**config.mk**
```make
export PLATFORM = sky130hd
export DESIGN_NAME = elevator_controller
export DESIGN_NICKNAME = d
export VERILOG_FILES = /design/src/rtl/elevator_controller.sv
export SDC_FILE = /design/constraint.sdc
export NUM_CORES = 1
export LEC_CHECK = 0
export CAP_MARGIN = 10
export CORE_ASPECT_RATIO = 1.2
export CORE_MARGIN = 1.5
export CORE_UTILIZATION = 43
export CTS_CLUSTER_DIAMETER = 100
export CTS_CLUSTER_SIZE = 24
export DETAILED_ROUTE_END_ITERATION = 6
export GPL_TIMING_DRIVEN = 0
export PLACE_DENSITY_LB_ADDON = 0.12
export SYNTH_ARGS = -nofsm -noshare
export SYNTH_HDL_FRONTEND = slang
export SYNTH_SLANG_ARGS = --single-unit
```
**constraint.sdc**
```tcl
create_clock -name i_clk -period 3.2 [get_ports i_clk]
set_input_delay 0.48 -clock i_clk [delete_from_list [all_inputs] [get_ports i_clk]]
set_output_delay 0.48 -clock i_clk [all_outputs]
set_load 0.005 [all_outputs]
```
**src/rtl/elevator_controller.sv**
```systemverilog
// SCAN request scheduler driving the car command bus (00 idle, 01 up, 10 down, 11 serve).
// Optional move watchdog: define ELEV_CTRL_WATCHDOG_EN.
module elevator_controller #(
  parameter int N_FLOORS    = 4,
  parameter int FLOOR_BITS  = $clog2(N_FLOORS),
  parameter int WDOG_CYCLES = 200
) (
  input  logic                  i_clk,
  input  logic                  i_rst,
  input  logic                  i_req_valid,
  input  logic [FLOOR_BITS-1:0] i_req_floor,
  input  logic [FLOOR_BITS-1:0] i_cur_floor,
  input  logic                  i_doors_open,
  input  logic                  i_served_pulse,
  output logic [1:0]            o_command,
  output logic [N_FLOORS-1:0]   o_pending,
  output logic                  o_dir_up,
  output logic                  o_busy,
  output logic                  o_fault
);

  typedef enum logic [2:0] {
    S_IDLE, S_MOVE_UP, S_MOVE_DOWN, S_SERVE, S_DOOR_WAIT
  } state_t;

  state_t                r_state, w_next;
  logic [1:0]            r_command, w_cmd_next;
  logic [N_FLOORS-1:0]   r_pending;
  logic                  r_dir_up, w_dir_next;
  logic [FLOOR_BITS-1:0] r_start_floor;

  logic [N_FLOORS-1:0] w_mask_above, w_mask_below, w_cur_onehot, w_set, w_clr;
  logic w_any_above, w_any_below, w_here, w_arrived, w_moving, w_latch;
  logic w_wdog_hit, w_fault;

  // Floor-relative masks; an out-of-range cur_floor simply matches no bit.
  always_comb begin
    w_mask_above = '0;
    w_mask_below = '0;
    w_cur_onehot = '0;
    w_set        = '0;
    for (int f = 0; f < N_FLOORS; f++) begin
      w_mask_above[f] = (f > int'(i_cur_floor));
      w_mask_below[f] = (f < int'(i_cur_floor));
      w_cur_onehot[f] = (f == int'(i_cur_floor));
      w_set[f]        = i_req_valid && (f == int'(i_req_floor));
    end
  end

  assign w_any_above = |(r_pending & w_mask_above);
  assign w_any_below = |(r_pending & w_mask_below);
  assign w_here      = |(r_pending & w_cur_onehot);
  assign w_arrived   = (i_cur_floor != r_start_floor);
  assign w_moving    = (r_state == S_MOVE_UP) || (r_state == S_MOVE_DOWN);

  always_comb begin
    w_next     = r_state;
    w_dir_next = r_dir_up;
    w_latch    = 1'b0;
    w_clr      = '0;
    case (r_state)
      S_IDLE: begin
        if (!w_fault && (|r_pending)) begin
          if (w_here) begin
            w_next = S_SERVE;
          end else begin
            // Keep heading the current way if it has work, else reverse.
            w_latch = 1'b1;
            if (r_dir_up ? w_any_above : !w_any_below) begin
              w_next     = S_MOVE_UP;
              w_dir_next = 1'b1;
            end else begin
              w_next     = S_MOVE_DOWN;
              w_dir_next = 1'b0;
            end
          end
        end
      end
      S_MOVE_UP, S_MOVE_DOWN: begin
        if (w_arrived) begin
          if (w_here)
            w_next = S_SERVE;
          else if ((r_state == S_MOVE_UP) ? w_any_above : w_any_below)
            w_latch = 1'b1;
          else
            w_next = S_IDLE;
        end else if (w_wdog_hit) begin
          w_next = S_IDLE;
        end
      end
      S_SERVE: begin
        if (i_served_pulse) begin
          w_clr  = w_cur_onehot;
          w_next = S_DOOR_WAIT;
        end
      end
      S_DOOR_WAIT: begin
        if (!i_doors_open && !i_served_pulse) w_next = S_IDLE;
      end
      default: w_next = S_IDLE;
    endcase
  end

  always_comb begin
    w_cmd_next = 2'b00;
    case (w_next)
      S_MOVE_UP:   w_cmd_next = 2'b01;
      S_MOVE_DOWN: w_cmd_next = 2'b10;
      S_SERVE:     w_cmd_next = 2'b11;
      default:     w_cmd_next = 2'b00;
    endcase
  end

  always_ff @(posedge i_clk) begin
    if (i_rst) begin
      r_state       <= S_IDLE;
      r_command     <= 2'b00;
      r_pending     <= '0;
      r_dir_up      <= 1'b1;
      r_start_floor <= '0;
    end else begin
      r_state   <= w_next;
      r_command <= w_cmd_next;
      r_dir_up  <= w_dir_next;
      r_pending <= (r_pending | w_set) & ~w_clr;  // clear beats a same-cycle set
      if (w_latch) r_start_floor <= i_cur_floor;
    end
  end

`ifdef ELEV_CTRL_WATCHDOG_EN
  localparam int WD_W = $clog2(WDOG_CYCLES + 1);

  logic [WD_W-1:0] r_wdog;
  logic            r_fault;

  assign w_wdog_hit = (r_wdog == WD_W'(WDOG_CYCLES - 1));
  assign w_fault    = r_fault;

  always_ff @(posedge i_clk) begin
    if (i_rst) begin
      r_wdog  <= '0;
      r_fault <= 1'b0;
    end else if (w_latch) begin
      r_wdog <= '0;
    end else if (w_moving && !w_arrived) begin
      if (w_wdog_hit) r_fault <= 1'b1;
      else            r_wdog  <= r_wdog + WD_W'(1);
    end
  end
`else
  assign w_wdog_hit = 1'b0;
  assign w_fault    = 1'b0;
`endif

  assign o_command = r_command;
  assign o_pending = r_pending;
  assign o_dir_up  = r_dir_up;
  assign o_busy    = (r_state != S_IDLE);
  assign o_fault   = w_fault;

endmodule

```
==> metrics.csv, run 1 <==
metric,value,unit
wl_per_cell,13.6,um
yosysSeqAreaShare,0.325,
grt_pass1_vias,622,
p_seq_frac,0.406,
port_buffers,16,
critPathTopFamily,buffers and inverters,
async_flop_share,0,
fin_area,958,sq um
cts_hold_buf,0,
cts_buffers,3,
grt_pass1_wl,2650,um
r2r_start,o_pending[1]$_SDFF_PP0_,
cp_common_cell,mux2i_1,
diodes,0,
fin_crit,2080,ps
cts-root-buf,clkbuf_4,
cp_max_fo,10,
netlist_area,739,sq um
cts-resized-gates,0,
p_sw,0.000128,W
drc_errors,0,
postCtsSetupBuffers,0,
gp_congestion,0.770,
setup_slack,1120,ps
ys_types,34,
hold_viol_final,0,
clock_sinks,12,
grt_max_degree,11,
grt_antenna_before_repair,0,
p_leak,0.379,nW
synth_area_leader_cell,dfxtp_1,
status,"complete, no violations",
ys_top_cells_by_area,"dfxtp_1, mux2i_1, nand2b_1, nor2_1, o2bb2ai_1",
core_area,1620,sq um
die_h,48.4,um
synth_edf_count,0,
grt_usage,0.189,
synth_commonest_cells,"dfxtp_1, nor2_1, nand2b_1",
synth_warnings,0,
p_int,0.000313,W
drive_above_1_share,0.105,
rows,16,
period_share,0.651,
cp_cell_sequence,"clkdlybuf4s50_1, buf_6, mux2i_1, mux2i_1, or4_4, o2bb2ai_1",
cpMaxStageDelayCell,or4_4,
crit_start,i_cur_floor[1],
vias_per_cell,5.74,
nets,115,
cp.buffers_inverters,2,
pwr-share-clk,0.271,
rsz0062_at_grt,false,
synth_ff_type,dfxtp_1,
cts_tree,built,
critPathKind,input port to flop,
syn-num-nets,94,
hold_slack,491,ps
synth-seq-cells,12,
hold_path.class,flop to flop,
worst_path_largest_cell_delay,570,ps
tns,0,ps
fin_worst_skew,1.55,ps
cts_buffer_depth,2,
syn_avg_cell_area,8.70,sq um
h-tree-depth,1,
p_total,0.000441,W
clock.fmax,480,MHz
ir_worst_vdd,278,uV
setup_viol,0,
place_ws,855,ps
die_area,1980,sq um
drt_iter0_markers,29,
endpoint_kind,flop,
maxSlewViolCount,0,
antenna_left,0,
drtPass1Iterations,4,
cp-start-kind,input port,
syn_inst,85,
ios,18,
clk_pin_slew,80,ps
grt-ovfl-total,0,
reg2reg_setup_slack,1510,ps
area_growth,29.6,%
powerDensity,460,nW/um^2
die_x,40.9,um
arrival,2240,ps
max_cap_violations,0,
hp-start,r_start_floor[1]$_SDFFE_PP0P_,
clkLatencyLatePin,270,ps
via_count,706,
yosys.cell_count.top_type,dfxtp_1,
start_util,0.456,
swShare,0.290,
drt_wl_total,1670,um
post_dp_cell_area,922,sq um
required,3360,ps
yosysTopAreaCellShare,0.325,
place_hpwl,1280,um
comb_power_share,0.322,
[final timing paths]
path / endpoint / cells after the start
setup / recovery: r_state[0]$_SDFF_PP0_ / 6
hold reg to reg: r_start_floor[1]$_SDFFE_PP0P_ / 2
hold / removal: r_start_floor[1]$_SDFFE_PP0P_ / 2
setup reg to reg: r_state[0]$_SDFF_PP0_ / 5
[power by group through the flow]
stage	sequential, W	clock [W]	combinational (W)
global placement	0.000182	0	0.000139
CTS	0.000179	0.000123	0.000142
finish	0.000179	0.000119	0.000142
detailed placement	0.000182	0	0.000142
global route	0.000181	0.000131	0.000155
floorplan	0.000180	0	0.0000901
[worst min-delay path, stage by stage, from the launching register on]
cell and delay [ps]:
dfxtp_1 330, nand2b_1 70, mux2i_1 60
[cell usage in the layout, fill, tap and decap left out, drive strengths merged]
| cell type | instances |
|---|---|
| nand2 | 4 |
| a311oi | 2 |
| a221o | 1 |
| a22o | 1 |
| o41ai | 1 |
| o22a | 1 |
| o21ai | 4 |
| mux2i | 5 |
| a2bb2oi | 1 |
| a31oi | 5 |
| clkdlybuf4s50 | 16 |
| nor2 | 10 |
| dfxtp | 12 |
| buf | 2 |
| a21boi | 1 |
| nand2b | 6 |
| and2b | 2 |
| or3 | 2 |
| nor2b | 1 |
| conb | 1 |
| o21ba | 1 |
| a211oi | 2 |
| or4 | 1 |
| a21oi | 2 |
| clkbuf | 6 |
| o211ai | 1 |
| nor3 | 1 |
| o21a | 3 |
| o2bb2ai | 4 |
| xor2 | 2 |
| inv | 4 |
[cell families (layout without fill, tap and decap cells)]
kind of cell	count (synthesis)	in the layout	share of synthesized area
other	1	1	0.00507
AOI/OAI and AO/OA	30	30	0.333
DFF	12	12	0.325
xor gates and xnor gates	2	2	0.0237
and+or+nand+nor	27	27	0.190
muxes	5	5	0.0677
buffers and inverters	8	28	0.0558
[metrics by stage]
stage               cells   util
finish                123  0.591
global route          123  0.591
CTS                   123  0.591
detailed placement    119  0.569
global placement      119  0.569
floorplan              85      -
[area by class of cell]
type / instances / area (sq um)
tap: 18 / 22.5
clock buffer: 4 / 36.3
buffer: 4 / 26.3
inverter: 4 / 15.0
sequential: 12 / 240
fill: 147 / 663
timing repair buffer: 16 / 160
multi-input combinational: 65 / 458
[per-layer routing]
layer  track usage  vias to the layer above  routed length (um)
met5             0                        -                   0
met4        0.0833                        0                  14
met3        0.0275                        2                  93
met2         0.310                       25                 842
met1         0.228                      325                 720
li1              -                      354                   -
[state kept, by name, summed over array words and instances, names as in the netlist]
register       cells
o_pending          4
o_command          2
o_dir_up           1
r_start_floor      2
r_state            3
No activity file was read; power rests on OpenSTA's default activity.
==> run 2, diff against run 1 <==
==> constraint.sdc (replaced) <==
create_clock -name i_clk -period 2.1 [get_ports i_clk]
set_input_delay 0.315 -clock i_clk [delete_from_list [all_inputs] [get_ports i_clk]]
set_output_delay 0.315 -clock i_clk [all_outputs]
set_load 0.005 [all_outputs]
==> results of run 2 <==
The final DEF is identical to that of run 1. Status: complete, no violations.
Main changes from that run: setup slack after placement 855 ps -> -79.5 ps; setup slack after layout 1120 ps -> 181 ps; register-to-register setup slack 1510 ps -> 410 ps; total power 0.000441 W -> 0.000671 W; worst IR drop on VDD 278 uV -> 423 uV
==> run 3, diff against run 2 <==
--- a/config.mk
+++ b/config.mk
@@ -5,15 +5,15 @@
 export SDC_FILE = /design/constraint.sdc
 export NUM_CORES = 1
 export LEC_CHECK = 0
-export CAP_MARGIN = 10
 export CORE_ASPECT_RATIO = 1.2
 export CORE_MARGIN = 1.5
 export CORE_UTILIZATION = 43
 export CTS_CLUSTER_DIAMETER = 100
-export CTS_CLUSTER_SIZE = 24
+export CTS_CLUSTER_SIZE = 16
 export DETAILED_ROUTE_END_ITERATION = 6
 export GPL_TIMING_DRIVEN = 0
 export PLACE_DENSITY_LB_ADDON = 0.12
+export REMOVE_ABC_BUFFERS = 1
 export SYNTH_ARGS = -nofsm -noshare
 export SYNTH_HDL_FRONTEND = slang
 export SYNTH_SLANG_ARGS = --single-unit
==> metrics.csv, run 3 (synthesis results as in run 1) <==
metric,value,unit,change
p_leak,0.366,nW,-3.3%
grt_pass1_wl,2500,um,-5.5%
ios,18,,unchanged
hold_path.class,flop to flop,,
grt_antenna_before_repair,0,,unchanged
rows,16,,unchanged
reg2reg_setup_slack,440,ps,
required,2290,ps,
final_core_util,0.574,,-0.0170
post_dp_cell_area,896,sq um,-2.8%
fin_area,931,sq um,-2.9%
clkLatencyLatePin,290,ps,+20 ps
postCtsSetupBuffers,0,,unchanged
drtPass1Iterations,4,,unchanged
largest_reg_flops,4,,unchanged
maxSlewViolCount,0,,unchanged
critPathKind,input port to flop,,
diodes,0,,unchanged
status,"complete, no violations",,
cp-start-kind,input port,,
period_share,0.897,,
grt_pass1_vias,595,,-4.3%
cts-resized-gates,1,,+1
die_x,40.9,um,unchanged
place_hpwl,1200,um,-6.1%
powerDensity,724,nW/um^2,
ir_worst_vdd,386,uV,
p_total,0.000674,W,
clock.fmax,531,MHz,
nets,111,,-3.5%
hold_viol_final,0,,unchanged
cts-root-buf,clkbuf_4,,
cts_hold_buf,0,,unchanged
rsz0062_at_grt,false,,
clk_pin_slew,90,ps,about the same
final_common_cell,clkdlybuf4s50_1,,
port_buffers,16,,unchanged
cp_max_fo,7,,-3
start_util,0.456,,unchanged
drc_errors,0,,unchanged
setup_viol,0,,unchanged
cts_tree,built,,
gp_congestion,0.792,,+2.9%
place_ws,-306,ps,
h-tree-depth,1,,unchanged
fin_worst_skew,13.8,ps,+12.2 ps
fin_crit,1880,ps,
cts_buffer_depth,2,,unchanged
core_area,1620,sq um,unchanged
antenna_left,0,,unchanged
grt_usage,0.186,,-0.00368
setup_slack,217,ps,
cts_buffers,3,,unchanged
wl_per_cell,13.2,um,-2.8%
clock_sinks,12,,unchanged
drt_wl_total,1570,um,-6.0%
drive_above_1_share,0.0891,,-0.0157
grt-ovfl-total,0,,unchanged
die_area,1980,sq um,unchanged
max_cap_violations,0,,unchanged
final_cell_mix,"clkdlybuf4s50_1, dfxtp_1, nor2_1",,
via_count,685,,-3.0%
arrival,2070,ps,
vias_per_cell,5.76,,+0.29%
tns,0,ps,unchanged
area_growth,25.9,%,
drt_iter0_markers,14,,-52%
endpoint_kind,flop,,
die_h,48.4,um,unchanged
grt_max_degree,12,,+1
run 3: stage by stage:
step,hold WS (ps),instances
floorplan,384,81
global placement,472,115
detailed placement,484,115
CTS,500,119
global route,517,119
finish,492,119
run 3: cell type report:
cell class,count,area [sq um]
tap,18,22.5
clock buffer,4,36.3
timing repair buffer,16,159
inverter,4,15.0
multi-input combinational,65,458
sequential,12,240
fill,152,691
run 3: where the power goes:
part | internal (W) | leakage (nW) | switching, W | total, W
Clock | 0.000106 | 0.0210 | 0.0000879 | 0.000194
Combinational | 0.000115 | 0.247 | 0.0000925 | 0.000208
Sequential | 0.000252 | 0.0982 | 0.0000205 | 0.000272
Total | 0.000473 | 0.366 | 0.000201 | 0.000674
run 3: metal layers:
metal / vias up / track usage / routed length, um
li1: 349 / - / -
met1: 307 / 0.246 / 715
met2: 22 / 0.260 / 727
met3: 7 / 0.0413 / 69
met4: 0 / 0.117 / 59
met5: - / 0 / 0
run 3: final timing paths:
| kind | from | end | depth (start not counted) |
|---|---|---|---|
| worst min-delay path | r_start_floor[0]$_SDFFE_PP0P_ | r_start_floor[0]$_SDFFE_PP0P_ | 2 |
| worst min register to register | r_start_floor[0]$_SDFFE_PP0P_ | r_start_floor[0]$_SDFFE_PP0P_ | 2 |
| worst max register to register | o_pending[2]$_SDFF_PP0_ | r_state[0]$_SDFF_PP0_ | 5 |
| worst max-delay path | i_cur_floor[0] | r_state[0]$_SDFF_PP0_ | 6 |
run 3: worst max-delay path, stage by stage:
cell             delay (ps)
clkdlybuf4s50_1         620
inv_2                   110
o21ai_0                 290
nor2_1                  110
or4_4                   490
o2bb2ai_1               130
